File: config.mk
export PLATFORM = sky130hd
export DESIGN_NAME = fir_requant_q15
export DESIGN_NICKNAME = d
export VERILOG_FILES = /design/src/rtl/fir_requant_q15.sv
export SDC_FILE = /design/constraint.sdc
export NUM_CORES = 1
export LEC_CHECK = 0
export ABC_AREA = 1
export CORE_MARGIN = 5
export CORE_UTILIZATION = 33
export CTS_BUF_LIST = sky130_fd_sc_hd__clkbuf_2
export DETAILED_ROUTE_END_ITERATION = 8
export REMOVE_ABC_BUFFERS = 1
export SYNTH_ARGS = -nofsm -noshare
export SYNTH_HDL_FRONTEND = slang
export SYNTH_SLANG_ARGS = --single-unit
export TNS_END_PERCENT = 20
File: constraint.sdc
create_clock -name clk -period 4.63 [get_ports clk]
set_input_delay 0.463 -clock clk [delete_from_list [all_inputs] [get_ports clk]]
set_output_delay 0.463 -clock clk [all_outputs]
set_load 0.02 [all_outputs]
File: src/rtl/fir_requant_q15.sv
// fir_requant_q15: rounds and saturates FIR accumulator samples to Q15 and buffers them in a show-ahead FIFO (optional sat_count via REQUANT_SAT_CNT_EN)
module fir_requant_q15 #(
  parameter int ACC_W      = 40,
  parameter int OUT_W      = 16,
  parameter int FRAC_SH    = 15,
  parameter int FIFO_DEPTH = 4
) (
  input  logic             clk,
  input  logic             rst,
  input  logic [ACC_W-1:0] acc_in,
  input  logic             acc_in_valid,
  output logic [OUT_W-1:0] q_out,
  output logic             q_out_valid,
  input  logic             q_out_ready,
  output logic             overflow
`ifdef REQUANT_SAT_CNT_EN
  ,
  output logic [15:0]      sat_count
`endif
);
  localparam int AW = $clog2(FIFO_DEPTH);
  localparam logic signed [ACC_W:0] HALF = (ACC_W+1)'(64'sd1 <<< (FRAC_SH-1));
  localparam logic signed [ACC_W:0] MAXV = (ACC_W+1)'((64'sd1 <<< (OUT_W-1)) - 64'sd1);
  localparam logic signed [ACC_W:0] MINV = ~MAXV;
  logic signed [ACC_W:0] sum, r;
  logic sat_hi, sat_lo;
  logic [OUT_W-1:0] q_sat, st_q;
  logic st_val, full, push, pop;
  logic [OUT_W-1:0] mem [FIFO_DEPTH];
  logic [AW-1:0] rd_ptr, wr_ptr;
  logic [AW:0] count;
  // round half-up one bit wider than the input so the bias add never wraps, then clamp to Q15
  always_comb begin
    sum    = $signed({acc_in[ACC_W-1], acc_in}) + HALF;
    r      = sum >>> FRAC_SH;
    sat_hi = r > MAXV;
    sat_lo = r < MINV;
    q_sat  = sat_hi ? {1'b0, {(OUT_W-1){1'b1}}} : sat_lo ? {1'b1, {(OUT_W-1){1'b0}}} : r[OUT_W-1:0];
  end
  // a full FIFO still accepts a push when the same edge pops
  always_comb begin
    q_out_valid = count != '0;
    full        = count == (AW+1)'(FIFO_DEPTH);
    pop         = q_out_valid && q_out_ready;
    push        = st_val && (!full || pop);
    q_out       = q_out_valid ? mem[rd_ptr] : '0;
  end
  // stage register, FIFO pointers/occupancy and sticky drop flag
  always_ff @(posedge clk or posedge rst) begin
    if (rst) begin
      st_val   <= 1'b0;
      st_q     <= '0;
      rd_ptr   <= '0;
      wr_ptr   <= '0;
      count    <= '0;
      overflow <= 1'b0;
    end else begin
      st_val <= acc_in_valid;
      if (acc_in_valid) st_q <= q_sat;
      if (push) wr_ptr <= wr_ptr + 1'b1;
      if (pop) rd_ptr <= rd_ptr + 1'b1;
      count <= count + (AW+1)'(push) - (AW+1)'(pop);
      if (st_val && full && !pop) overflow <= 1'b1;
    end
  end
  // FIFO storage needs no reset: occupancy alone decides what is visible
  always_ff @(posedge clk) begin
    if (push) mem[wr_ptr] <= st_q;
  end
`ifdef REQUANT_SAT_CNT_EN
  // saturating count of clamped samples entering the stage register
  always_ff @(posedge clk or posedge rst) begin
    if (rst) sat_count <= '0;
    else if (acc_in_valid && (sat_hi || sat_lo) && sat_count != 16'hFFFF) sat_count <= sat_count + 16'd1;
  end
`endif
endmodule

==> results.toml <==
[clock_network]
cts_tree = "done"
cts_hold_buf = 0
cts_made_buffers = 9
clock_path_buffers = 2
clkLatencyLatePin_ns = 0.52
clk_pin_slew_ns = 0.22
clock_tree.root_cell = "clkbuf_2"
ctsResizeCount = 0
clock-sinks = 89
cts_setup_buffers = 0
htreeDepth = 3

[detailed_routing]
dr.pass1.iters = 4
final_antenna_net_count = 0
finalWirelength_um = 9440
vias_per_cell = 4.50
vias = 3339
wl_per_cell_um = 12.7
drt_iter0_markers = 167
drc = 0

[grt]
grt_usage_pct = 12.0
grt-ovfl-total = 0
grt_antenna_before_repair = 0
grt_pass1_vias = 3372
grt_max_degree = 36
grt_pass1_wl_um = 15900

[logic_synthesis]
seq_area_frac_synth_pct = 54.7
ys_top_cells_by_count = "nand2_1 (133), nor2_1 (99), edfxtp_1 (64), inv_1 (37), o21ai_0 (34)"
synthTopCellsByArea = "edfxtp_1 (41%), dfrtp_1 (13%), nand2_1 (11%)"
synth-seq-cells = 89
synth_area_leader_cell = "edfxtp_1"
synth_flop_cell = "edfxtp_1"
ys.warnings.count = 0
post-synth-top-count-cell = "nand2_1"
syn_area_um2 = 4660
yosys.area.top_type_share_pct = 41.2
postSynth.asyncResetShare_pct = 28.1
synth_edf_count = 64
ys_types = 31
avgSynthCellArea_um2 = 9.08
syn_inst = 513

[floorplanning]
die_h_um = 129
initial_utilization_pct = 33.6
core-area_um2 = 13900
die_area_um2 = 16600
rows = 43
die_w_um = 129
pin_count = 62

[final_layout]
synthToLayoutAreaGrowth_pct = 16.0
antenna_cells = 0
multiInputGateArea_um2 = 1860
nets = 609
fill_cells = 1421
seq_area_um2 = 2550
drive_gt1_share_pct = 9.96

[sta]
slew_violations = 0
tightest_slew_ns = 1.01
setup-violations-final = 0
hold_viol = 0
min_period_ns = 3.77
rsz0062_at_grt = "no"
fmax_ghz = 0.266
period_share_pct = 81.3
slew_headroom_pct = 32.4
fin_skew_ns = 0.0229
finalSetupTns_ns = 0
holdWs_ns = 0.416

[run]
maxCapViolCount = 0

[setup_path]
cp-start-kind = "flip-flop"
path_buf_inv = 2
cp_data_required_time_ns = 4.17
slowest_delay_ns = 0.83
path_cells = "clkinv_1, nor2_1, o21ai_0, a21oi_1, clkdlybuf4s50_1"
cp_max_fo = 17
cp.arrival_ns = 3.30
worst-setup-path-type = "reg -> out"
cp_slowest_cell = "dfrtp_1"
end_kind = "output port"
cp_top_family = "buffers and inverters"

[placed_design]
gp_congestion = 0.794
port_buffers = 47
dp_hpwl_um = 6710

[power]
ir_drop_v = 0.000175
power_mw = 2.68
power_density_nw_per_um2 = 497
p_leak_nw = 2.21

[hold_path]
hp-class = "in -> async"

[run_status]
status = "complete, no violations"
-- placed cells by master, fill, tap and decap left out, drive strengths merged, types with 2 or more instances in the layout --
| cell type | Yosys | routed |
|---|---|---|
| a21oi | 16 | 16 |
| buf | 5 | 2 |
| bufinv | 0 | 2 |
| clkbuf | 10 | 10 |
| clkdlybuf4s50 | 0 | 47 |
| clkinv | 3 | 5 |
| clkinvlp | 0 | 2 |
| dfrtp | 25 | 25 |
| edfxtp | 64 | 64 |
| ha | 7 | 7 |
| inv | 37 | 37 |
| nand2 | 153 | 153 |
| nand3 | 16 | 16 |
| nand3b | 5 | 5 |
| nor2 | 112 | 112 |
| o21ai | 35 | 35 |
| xnor2 | 11 | 11 |
| xor2 | 9 | 9 |
-- sequential cells by signal, indices dropped and copies added, names as in the netlist --
name,count
mem,64
st_q,16
count,3
rd_ptr,2
wr_ptr,2
overflow,1
st_val,1
-- path summary, 6_finish.rpt --
| check | startpoint | end | slack, ns | cells past startpoint |
|---|---|---|---|---|
| setup reg to reg | count[1] | count[2] | 2.33 | 11 |
| hold reg to reg | overflow | overflow | 0.51 | 1 |
| min in group clk | overflow | overflow | 0.51 | 1 |
| hold / removal | rst | rd_ptr[1] | 0.42 | 2 |
| setup / recovery | rd_ptr[1] | q_out[10] | 0.86 | 5 |
| max in group asynchronous | rst | st_q[9] | 3.65 | 2 |
-- report_power, final --
group	leakage, nW	switching [mW]	internal (mW)
combinational	1.26	0.676	0.451
sequential	0.882	0.0944	1.04
clock	0.0732	0.245	0.177
total	2.21	1.02	1.67
-- area by class of cell --
cell class | instances | share of cell area, %
timing repair buffer | 49 | 8.98
clock buffer | 10 | 0.926
sequential | 89 | 47.1
multi-input combinational | 368 | 34.5
clock inverter | 6 | 1.53
tap | 180 | 4.17
inverter | 40 | 2.78
-- worst reg2reg max path, stage by stage (launching register included) --
cell     delay (ns)
dfrtp_1        0.48
nor2_1         0.17
inv_1          0.06
nor2_1         0.08
buf_4          0.26
nor2_1         0.13
ha_1           0.30
inv_1          0.06
ha_1           0.13
inv_1          0.05
fa_1           0.37
xnor2_1        0.13
-- kinds of logic after synthesis --
kind of cell	after synthesis	share of synthesized area, %
compound gates	53	5.77
buf+inv	56	5.56
flops	89	54.7
xor+xnor	20	3.76
simple gates	287	27.9
fa+ha+maj	8	2.31
-- layer usage --
layer	up-vias	global-route usage [%]	routed length, um
li1	1731	-	-
met2	69	18.8	4290
met1	1524	16.8	4560
met3	15	2.03	425
met4	0	4.45	167
met5	-	0	0
-- stage by stage --
step | utilization (%) | instance area [um^2] | cells | setup slack, ns
global placement | 38.0 | 5270 | 726 | 1.47
floorplan | - | 4550 | 497 | 2.13
global route | 38.9 | 5400 | 742 | 0.574
finish | 38.9 | 5400 | 742 | 0.864
detailed placement | 38.0 | 5270 | 726 | 1.46
CTS | 38.9 | 5400 | 742 | 0.828
(Power assumes the default switching activity.)
